--- config.mk ---
export PLATFORM = sky130hd
export DESIGN_NAME = fft_out_reorder
export DESIGN_NICKNAME = d
export VERILOG_FILES = /design/src/rtl/fft_pkg.sv /design/src/rtl/fft_reorder_bank.sv /design/src/rtl/fft_out_reorder.sv
export SDC_FILE = /design/constraint.sdc
export NUM_CORES = 1
export LEC_CHECK = 0
export CORE_UTILIZATION = 60
export CTS_CLUSTER_SIZE = 28
export DETAILED_ROUTE_END_ITERATION = 7
export GPL_TIMING_DRIVEN = 0
export PLACE_DENSITY = 0.86
export SYNTH_ARGS = -nofsm -noshare
export SYNTH_HDL_FRONTEND = slang
export SYNTH_SLANG_ARGS = --single-unit
--- constraint.sdc ---
create_clock -name i_clk -period 3.7 [get_ports i_clk]
set_input_delay 0.74 -clock i_clk [delete_from_list [all_inputs] [get_ports i_clk]]
set_output_delay 0.74 -clock i_clk [all_outputs]
set_load 0.05 [all_outputs]
--- src/rtl/fft_pkg.sv ---
// fft_pkg: shared FFT constants and the bit-reversal helper
package fft_pkg;
  localparam int NB_DATA  = 12;
  localparam int N_POINTS = 8;
  localparam int LOG2N    = 3;
  function automatic logic [31:0] bitrev(input logic [31:0] idx, input int nbits);
    logic [31:0] r;
    r = '0;
    for (int i = 0; i < nbits; i++) r[5'(i)] = idx[5'(nbits - 1 - i)];
    return r;
  endfunction
endpackage

--- src/rtl/fft_reorder_bank.sv ---
// fft_reorder_bank: N-entry flop bank, one sync write port, one async read port
//   clk            clock
//   we/waddr/wdata write port
//   raddr/rdata    combinational read port
module fft_reorder_bank #(
  parameter int WIDTH = 24,
  parameter int N     = 8,
  parameter int AW    = 3
) (
  input  logic             clk,
  input  logic             we,
  input  logic [AW-1:0]    waddr,
  input  logic [WIDTH-1:0] wdata,
  input  logic [AW-1:0]    raddr,
  output logic [WIDTH-1:0] rdata
);
  logic [WIDTH-1:0] mem [N];
  always_ff @(posedge clk)
    if (we) mem[waddr] <= wdata;
  assign rdata = mem[raddr];
endmodule

--- src/rtl/fft_out_reorder.sv ---
// fft_out_reorder: ping-pong reorder of bit-reversed FFT output frames into natural bin order
//   i_clk, i_rst_n          clock, async active-low reset
//   s_axis_data_*           input stream, bit-reversed bin order, {imag, real}
//   m_axis_data_*           output stream, natural bin order, tlast on bin N_POINTS-1
//   o_frame_err             one-cycle pulse when input tlast disagrees with the beat counter
module fft_out_reorder
  import fft_pkg::*;
#(
  parameter int NB_DATA   = fft_pkg::NB_DATA,
  parameter int N_POINTS  = fft_pkg::N_POINTS,
  parameter int LOG2N     = fft_pkg::LOG2N,
  parameter bit BITREV_EN = 1'b1
) (
  input  logic                 i_clk,
  input  logic                 i_rst_n,
  input  logic                 s_axis_data_tvalid,
  input  logic [2*NB_DATA-1:0] s_axis_data_tdata,
  input  logic                 s_axis_data_tlast,
  output logic                 s_axis_data_tready,
  output logic                 m_axis_data_tvalid,
  output logic [2*NB_DATA-1:0] m_axis_data_tdata,
  output logic                 m_axis_data_tlast,
  input  logic                 m_axis_data_tready,
  output logic                 o_frame_err
);
  localparam logic [LOG2N-1:0] LAST = LOG2N'(N_POINTS - 1);
  logic [1:0]           bank_full;
  logic                 wr_bank, rd_bank;
  logic [LOG2N-1:0]     wr_idx, rd_idx, waddr;
  logic                 wr_fire, rd_fire, wr_last, rd_last, wr_done, rd_done;
  logic [2*NB_DATA-1:0] rdata [2];
  assign s_axis_data_tready = !bank_full[wr_bank];
  assign m_axis_data_tvalid = bank_full[rd_bank];
  assign m_axis_data_tdata  = rd_bank ? rdata[1] : rdata[0];
  assign m_axis_data_tlast  = m_axis_data_tvalid & rd_last;
  assign wr_fire = s_axis_data_tvalid & s_axis_data_tready;
  assign rd_fire = m_axis_data_tvalid & m_axis_data_tready;
  assign wr_last = wr_idx == LAST;
  assign rd_last = rd_idx == LAST;
  assign wr_done = wr_fire & wr_last;
  assign rd_done = rd_fire & rd_last;
  assign waddr   = BITREV_EN ? LOG2N'(bitrev(32'(wr_idx), LOG2N)) : wr_idx;
  for (genvar g = 0; g < 2; g++) begin : g_bank
    fft_reorder_bank #(.WIDTH(2*NB_DATA), .N(N_POINTS), .AW(LOG2N)) u_bank (
      .clk   (i_clk),
      .we    (wr_fire & (wr_bank == 1'(g))),
      .waddr (waddr),
      .wdata (s_axis_data_tdata),
      .raddr (rd_idx),
      .rdata (rdata[g])
    );
  end
  // write and read always target different banks, so set and clear never collide
  always_ff @(posedge i_clk or negedge i_rst_n)
    if (!i_rst_n) begin
      bank_full   <= '0;
      wr_bank     <= 1'b0;
      rd_bank     <= 1'b0;
      wr_idx      <= '0;
      rd_idx      <= '0;
      o_frame_err <= 1'b0;
    end else begin
      o_frame_err <= wr_fire & (s_axis_data_tlast != wr_last);
      bank_full   <= (bank_full | {wr_done & wr_bank, wr_done & ~wr_bank})
                     & ~{rd_done & rd_bank, rd_done & ~rd_bank};
      if (wr_fire) wr_idx <= wr_last ? '0 : wr_idx + LOG2N'(1);
      if (rd_fire) rd_idx <= rd_last ? '0 : rd_idx + LOG2N'(1);
      if (wr_done) wr_bank <= ~wr_bank;
      if (rd_done) rd_bank <= ~rd_bank;
    end
endmodule

==> results of run 1 <==
==> worst max-delay path: cells and delay by family (launching register included) <==
kind,cells,cell delay (ns)
flops,1,0.41
compound gates,2,0.48
buf+inv,4,1.48
==> placed cells by master, fill, tap and decap left out, types with 3 or more instances in the layout <==
master	instances
nor3_2	5
clkinv_1	10
dfrtp_1	11
a21o_1	4
clkdlybuf4s50_1	32
nor2_1	3
buf_4	7
dlygate4sd2_1	5
mux2i_1	47
nand3_1	26
o22ai_1	15
mux2_2	21
a22oi_1	30
buf_12	3
inv_1	5
clkbuf_2	14
buf_6	13
ha_1	8
nor2b_1	18
edfxtp_1	384
buf_8	4
clkbuf_16	41
nor2_4	13
nand2b_1	17
mux4_2	39
nand2_1	23
mux4_1	18
o31ai_1	14
buf_2	19
clkinv_2	4
clkbuf_1	12
a211oi_1	15
==> final cells by class <==
| cell class | instances | area, µm² | area share, % |
|---|---|---|---|
| multi-input cells | 334 | 3500 | 19.7 |
| clock buffers | 50 | 1060 | 5.96 |
| clock inverters | 15 | 68.8 | 0.387 |
| flip-flops and latches | 395 | 11800 | 66.4 |
| repair buffers | 67 | 619 | 3.48 |
| plain buffers | 39 | 292 | 1.64 |
| inverters | 5 | 18.8 | 0.106 |
| well taps | 330 | 413 | 2.32 |
==> state kept, by name, indices dropped and copies added, names as in the netlist <==
register	flops
wr_bank	1
g_bank.u_bank.mem	384
o_frame_err	1
rd_bank	1
bank_full	2
rd_idx	3
wr_idx	3
==> per-layer routing <==
metal	part of all wire [%]	wire length [µm]
met5	0	0
met4	2.9	1010
met3	8.7	3020
met2	50	17400
met1	39	13500
==> power by group through the flow <==
stage	combinational, mW	sequential [mW]	clock [mW]
detailed placement	5.27	5.51	0
CTS	5.23	5.42	3.61
finish	5.16	5.42	3.60
floorplan	3.52	5.48	0
global placement	5.06	5.50	0
global route	5.40	5.45	3.80
==> what timing repair did <==
| item | CTS | global route |
|---|---|---|
| endpoints found under the hold margin | 0 | 0 |
| endpoints found under the setup margin | 24 | 19 |
| resized for setup | 65 | 38 |
| setup buffers | 0 | 0 |
==> kinds of logic (layout without fill, tap and decap cells) <==
family | Yosys count | count (layout) | share of synthesized area (%)
compound gates | 88 | 88 | 4.16
buf+inv | 44 | 176 | 1.92
mux | 125 | 125 | 13.3
flops | 395 | 395 | 76.3
simple gates | 112 | 112 | 3.61
xor+xnor | 1 | 1 | 0.0566
fa+ha+maj | 8 | 8 | 0.647
==> per-stage QoR <==
stage | util, % | setup slack, ns
after floorplan | - | 0.533
after global placement | 65.1 | -1.66
after detailed placement | 66.1 | -0.0988
after CTS | 70.7 | -0.150
after global routing | 70.4 | 0.00162
final | 70.4 | 0.0586
==> worst paths after layout <==
check | from | end | slack [ns] | cells after the start
worst max register to register | wr_bank | g_bank[1].u_bank.mem[5][16] | 1.25 | 3
worst max-delay path | rd_idx[2] | m_axis_data_tdata[3] | 0.06 | 6
max in group asynchronous | i_rst_n | wr_idx[1] | 2.70 | 1
worst min register to register | bank_full[1] | rd_bank | 0.55 | 1
min in group asynchronous | i_rst_n | rd_bank | 0.60 | 1
worst min-delay path | bank_full[1] | rd_bank | 0.55 | 1
==> reports/results.ini, run 1 <==
[cells_and_area]
fin_nets = 917
syn2layout_area_growth_pct = 14.9
n_antenna_cell = 0
instances_no_fill = 1235
fillers = 1480
drive_gt1_share_pct = 20.9
fin_area_um2 = 17800

[clock_tree]
postCtsHoldBufs = 0
clk_latency_ns = 0.53
clockBufferDepth = 3
cts_tree = yes
cts_buffers = 38
path_clk_slew_ns = 0.06
clkSinkCount = 395
cts_root_buffer = clkbuf_16
htree_levels = 2

[synthesis]
ys_top_cells_by_area = edfxtp_1 75%, mux4_2 5.7%, mux4_1 3.1%
synth_fp_nets = 810
synth_edf_count = 384
synth_seq_cells = 395
synth_area_um2 = 15500
synth_cells = 773
yosysWarnings = 0
synthMostInstantiatedCell = edfxtp_1
yosys-top-cells-count = 384 x edfxtp_1, 47 x mux2i_1, 39 x mux4_2
synth-main-ff-cell = edfxtp_1
synth.distinct_cells = 37
synth_seq_area_share_pct = 76.3
synth_largest_area_cell = edfxtp_1
yosys.area.top_type_share_pct = 74.5
synth-async-reset-ratio_pct = 2.78
postSynthAreaPerCell_um2 = 20.0

[min_path]
hp-class = flip-flop to flip-flop

[timing]
skew_ns = 0.0132
rsz0062_at_grt = false
whs_ns = 0.553
final_hold_viol_count = 0
maxSlewHeadroom_pct = 31.1
finalSetupTns_ns = 0
final_max_slew_viol_count = 0
setup_viol = 0
post-route-period-util_pct = 98.4
fmax_ghz = 0.275
period_needed_ns = 3.64
worst_pin_slew_ns = 1.03

[route]
ant_nets = 0
wl_per_cell_um = 28.2
drc = 0
routed_wl_um = 34900
dr.pass1.iters = 5
drt_iter0_drc = 913
viasPerCell = 6.65
vias = 8213

[power_and_ir_drop]
cellPowerDensity_nw_per_um2 = 798
pwr-share-seq_pct = 38.2
p_switching_mw = 5.12
p_int_mw = 9.07
pwr-share-clk_pct = 25.4
switching_share_pct = 36.1
pwr-share-comb_pct = 36.4
max-vdd-ir-drop_v = 0.000612
power_leakage_nw = 5.85
power_mw = 14.2

[outcome]
outcome = complete, no violations

[worst_setup_path]
critPathSlowestCell = clkdlybuf4s15_1
path_cells = buf_6 > buf_2 > buf_2 > a211oi_1 > o31ai_1 > clkdlybuf4s15_1
crit_type = flip-flop to output port
crit_path_max_incr_delay_ns = 0.55
crit_path_frequent_cell = buf_2
arrival_ns = 2.90
crit_required_ns = 2.96
cp_max_fo = 10
worstSetupEndpointType = output port
critPathLaunchType = flip-flop

[place]
dp_hpwl_um = 20100
place_area_um2 = 16700
gp_congestion = 0.762
portBuffers = 56
dp_cells = 1170

[die]
dieArea_um2 = 26400
die_h_um = 163
start_util_pct = 61.3
rows = 58
core_area_um2 = 25300
die_w_um = 163
io_pins = 57

[grt]
met2_usage_pct = 44.6
grt_max_degree = 25
grt_pass1_wl_um = 51500
grt.busiest_layer = met2
antenna_found_initial = 0
grtUsageTotal_pct = 27.5
use_met1_pct = 38.0
grt_pass1_vias = 8366
grtUsageMet3_pct = 4.79
overflow = 0

[run]
cap_violations = 0

Power figures use the tool's default switching activity.
==> run 2, diff against run 1 <==
--- a/config.mk
+++ b/config.mk
@@ -5,11 +5,13 @@
 export SDC_FILE = /design/constraint.sdc
 export NUM_CORES = 1
 export LEC_CHECK = 0
+export ABC_AREA = 0
 export CORE_UTILIZATION = 60
 export CTS_CLUSTER_SIZE = 28
 export DETAILED_ROUTE_END_ITERATION = 7
 export GPL_TIMING_DRIVEN = 0
 export PLACE_DENSITY = 0.86
+export REMOVE_ABC_BUFFERS = 1
 export SYNTH_ARGS = -nofsm -noshare
 export SYNTH_HDL_FRONTEND = slang
 export SYNTH_SLANG_ARGS = --single-unit
==> run 2 against run 1 <==
Net effect: core utilization rose by 1.7 points; largest power group unchanged; first-iteration DRC count shrank 8.1%; register-to-register slack is essentially flat; power up 2.0%; clock skew increased by 0.0087 ns; largest cell class unchanged; critical path type unchanged; global-route usage fell by 0.89 points; critical endpoint is now m_axis_data_tdata[12].
==> reports/results.ini, run 2 (synthesis gave the netlist of run 1 again) <==
[power_and_ir_drop]
p_switching_mw = 5.03
power_leakage_nw = 6.03
pwr-share-clk_pct = 25.9
power_mw = 14.5
p_int_mw = 9.44
pwr-share-comb_pct = 36.0
cellPowerDensity_nw_per_um2 = 795
switching_share_pct = 34.8
max-vdd-ir-drop_v = 0.000669
pwr-share-seq_pct = 38.0

[timing]
period_needed_ns = 3.61
whs_ns = 0.555
worst_pin_slew_ns = 1.04
fmax_ghz = 0.277
maxSlewHeadroom_pct = 30.5
final_hold_viol_count = 0
final_max_slew_viol_count = 0
finalSetupTns_ns = 0
skew_ns = 0.0219
rsz0062_at_grt = false
post-route-period-util_pct = 97.5
setup_viol = 0

[min_path]
hp-class = primary input to async pin

[clock_tree]
htree_levels = 2
cts_root_buffer = clkbuf_16
clkSinkCount = 395
clk_latency_ns = 0.52
cts_buffers = 39
path_clk_slew_ns = 0.06
cts_tree = yes
clockBufferDepth = 3
postCtsHoldBufs = 0

[die]
die_h_um = 163
io_pins = 57
rows = 58
die_w_um = 163
start_util_pct = 61.3
core_area_um2 = 25300
dieArea_um2 = 26400

[grt]
overflow = 0
antenna_found_initial = 1
grt_pass1_wl_um = 50400
grtUsageTotal_pct = 26.7
grt_pass1_vias = 8387
grt_max_degree = 59

[route]
wl_per_cell_um = 27.4
drt_iter0_drc = 839
dr.pass1.iters = 5
ant_nets = 0
vias = 8017
routed_wl_um = 33900
viasPerCell = 6.48
drc = 0

[worst_setup_path]
cp_top_family = buffers and inverters
critPathSlowestCell = mux4_1
arrival_ns = 2.87
crit_type = flip-flop to output port
critPathBufInv = 3
worstSetupEndpointType = output port
crit_required_ns = 2.96
critPathLaunchType = flip-flop
crit_path_frequent_cell = buf_4
path_cells = buf_4 > buf_4 > mux4_1 > nand2b_1 > nand3_1 > o31ai_1 > dlygate4sd1_1
cp_max_fo = 10
crit_path_max_incr_delay_ns = 0.55

[cells_and_area]
largest_reg_flops = 384
layout_common_cells = 384 x edfxtp_1, 47 x mux2i_1, 41 x clkbuf_16
fin_nets = 915
n_antenna_cell = 0
final_common_cell = edfxtp_1
top_register = g_bank.u_bank.mem
drive_gt1_share_pct = 22.1
syn2layout_area_growth_pct = 17.7
fin_area_um2 = 18200
postLayoutCoreUtil_pct = 72.1
reg_top3 = g_bank.u_bank.mem (384), rd_idx (3), wr_idx (3)

[place]
place_area_um2 = 16800
dp_hpwl_um = 18800
gp_congestion = 0.705
portBuffers = 56

[run]
cap_violations = 0

[outcome]
outcome = complete, no violations

run 2: power groups by stage:
stage	sequential, mW	clock (mW)	combinational, mW
after detailed placement	5.87	0	4.63
after global routing	5.53	3.96	5.46
after CTS	5.58	3.78	5.09
after floorplan	5.90	0	3.02
after global placement	6.15	0	4.11
final	5.50	3.75	5.22
run 2: final cells by class:
| class | instances | area, µm² |
|---|---|---|
| Clock buffer | 49 | 1060 |
| Multi-Input combinational cell | 334 | 3520 |
| Fill cell | 1471 | 7040 |
| Clock inverter | 21 | 153 |
| Timing Repair Buffer | 103 | 1230 |
| Tap cell | 330 | 413 |
| Sequential cell | 395 | 11800 |
| Inverter | 5 | 18.8 |
run 2: layer usage:
| metal | GRT usage, % | vias to the layer above | part of all wire, % |
|---|---|---|---|
| li1 | - | 3404 | - |
| met1 | 35.2 | 4124 | 38 |
| met2 | 44.2 | 400 | 51 |
| met3 | 5.60 | 89 | 8.0 |
| met4 | 9.77 | 0 | 2.9 |
| met5 | 0 | - | 0 |
run 2: path summary, 6_finish.rpt:
check	startpoint	endpoint	slack, ns	depth (start not counted)
worst max-delay path	rd_idx[0]	m_axis_data_tdata[12]	0.09	7
worst min-delay path	i_rst_n	o_frame_err	0.56	1
worst max register to register	wr_bank	g_bank[1].u_bank.mem[5][16]	1.25	3
worst min register to register	bank_full[1]	bank_full[1]	0.57	1
max in group asynchronous	i_rst_n	rd_idx[2]	2.76	1
min in group i_clk	bank_full[1]	bank_full[1]	0.57	1
run 2: stage by stage:
stage / instances / setup slack, ns
3_3_place_gp: 1120 / -5.28
5_1_grt: 1237 / 0.0179
2_1_floorplan: 734 / -2.00
3_5_place_dp: 1146 / -0.504
6_report: 1237 / 0.0924
4_1_cts: 1230 / -0.118
run 2: what timing repair did:
action | CTS | global route
buffers inserted | 14 | 7
endpoints found under the setup margin | 25 | 14
gates resized for setup | 52 | 17
pin swaps | 1 | 0
==> run 3, diff against run 2 <==
--- a/config.mk
+++ b/config.mk
@@ -10,6 +10,7 @@
 export CTS_CLUSTER_SIZE = 28
 export DETAILED_ROUTE_END_ITERATION = 7
 export GPL_TIMING_DRIVEN = 0
+export MAX_ROUTING_LAYER = met4
 export PLACE_DENSITY = 0.86
 export REMOVE_ABC_BUFFERS = 1
 export SYNTH_ARGS = -nofsm -noshare
==> run 3 against run 2 <==
Net effect: sequential share of layout area is essentially flat; register-to-register slack gained 0.02 ns; power barely moved; setup slack worse by 0.0026 ns; die area unchanged; clock power is essentially flat; routed wire length about the same.
==> reports/results.ini, run 3 (synthesis gave the netlist of run 1 again) <==
[place]
dp_hpwl_um = 18800
gp_congestion = 0.717
pre_cts_ws_ns = -0.504
portBuffers = 56

[grt]
antenna_found_initial = 1
grtUsageTotal_pct = 27.5
grt_pass1_vias = 8392
grt_max_degree = 59
overflow = 0
grt_pass1_wl_um = 50500

[power_and_ir_drop]
power_mw = 14.5
cellPowerDensity_nw_per_um2 = 795
max-vdd-ir-drop_v = 0.000673
power_leakage_nw = 6.03

[worst_setup_path]
r2r_start = wr_bank
cp_max_fo = 10
critPathLaunchType = flip-flop
worstSetupEndpointType = output port
crit_required_ns = 2.96
crit_type = flip-flop to output port
arrival_ns = 2.87
cp-startpoint = rd_idx[0]

[timing]
skew_ns = 0.0220
finalSetupTns_ns = 0
whs_ns = 0.555
final_max_slew_viol_count = 0
rsz0062_at_grt = false
worst_pin_slew_ns = 1.01
setup_viol = 0
post-route-period-util_pct = 97.6
fin_ws_ns = 0.0898
final_hold_viol_count = 0
fmax_ghz = 0.277
period_needed_ns = 3.61
maxSlewHeadroom_pct = 32.5

[clock_tree]
htree_levels = 2
clk_latency_ns = 0.52
cts_buffers = 39
path_clk_slew_ns = 0.06
cts_root_buffer = clkbuf_16
cts_tree = yes
clockBufferDepth = 3
clkSinkCount = 395

[min_path]
hp-class = primary input to async pin

[cells_and_area]
top_register = g_bank.u_bank.mem
reg_top3 = g_bank.u_bank.mem (384), rd_idx (3), wr_idx (3)
drive_gt1_share_pct = 22.1
fin_nets = 915
largest_reg_flops = 384
fillers = 1471
postLayoutCoreUtil_pct = 72.1
final_common_cell = edfxtp_1
syn2layout_area_growth_pct = 17.7
layout_common_cells = 384 x edfxtp_1, 47 x mux2i_1, 41 x clkbuf_16

[route]
drc = 0
drt_iter0_drc = 900
vias = 8064
viasPerCell = 6.51
ant_nets = 0
dr.pass1.iters = 5
wl_per_cell_um = 27.3
routed_wl_um = 33800

[die]
die_w_um = 163
dieArea_um2 = 26400
core_area_um2 = 25300
rows = 58
die_h_um = 163
start_util_pct = 61.3
io_pins = 57

[run]
cap_violations = 0

[outcome]
outcome = complete, no violations

==> run 3: cell types whose count changed in the layout (fill, tap and decap cells not counted), sizes merged <==
cell / before / now
diode: 0 / 1
==> run 3: metal layers <==
layer / up-vias / wire, µm / GRT usage (%)
met5: - / 0 / -
met4: 0 / 1080 / 9.77
met3: 101 / 2820 / 5.60
met2: 449 / 17100 / 44.3
met1: 4115 / 12800 / 35.3
li1: 3399 / - / -
==> run 3: layout make-up <==
class / count / area [µm²] / share of cell area [%]
Clock buffer: 49 / 1060 / 5.80
Clock inverter: 21 / 153 / 0.838
Multi-Input combinational cell: 334 / 3520 / 19.3
Sequential cell: 395 / 11800 / 64.9
Timing Repair Buffer: 103 / 1230 / 6.77
Antenna cell: 1 / 2.50 / 0.0137
Inverter: 5 / 18.8 / 0.103
Tap cell: 330 / 413 / 2.27
==> run 3: critical path, stage by stage (launching register included) <==
cell and delay, ns:
dfrtp_4 0.45, buf_4 0.30, buf_4 0.21, mux4_1 0.55, nand2b_1 0.17, nand3_1 0.10
o31ai_1 0.12, dlygate4sd1_1 0.44
==> run 3: what timing repair did <==
action                     in CTS  in global routing
setup endpoints to repair      25                 13
resized for setup              52                 17
setup buffers                  14                  7
hold buffers                    0                  0
pin swaps                       1                  0
==> run 3: metrics by stage <==
step,std cells,instance area (µm²)
2_1_floorplan,734,15200
3_3_place_gp,1120,16200
3_5_place_dp,1146,16800
4_1_cts,1230,18200
5_1_grt,1238,18200
6_report,1238,18200
==> run 3: path summary, 6_finish.rpt <==
path | end | slack [ns] | cells past startpoint
max | m_axis_data_tdata[12] | 0.09 | 7
min | o_frame_err | 0.55 | 1
max reg2reg | g_bank[1].u_bank.mem[5][16] | 1.27 | 3
min reg2reg | bank_full[1] | 0.57 | 1
max in group asynchronous | rd_idx[2] | 2.76 | 1
min in group i_clk | bank_full[1] | 0.57 | 1
==> run 3: power by group <==
group / internal, mW / switching [mW]
Sequential: 5.30 / 0.203
Combinational: 1.98 / 3.24
Clock: 2.16 / 1.59
Total: 9.44 / 5.04
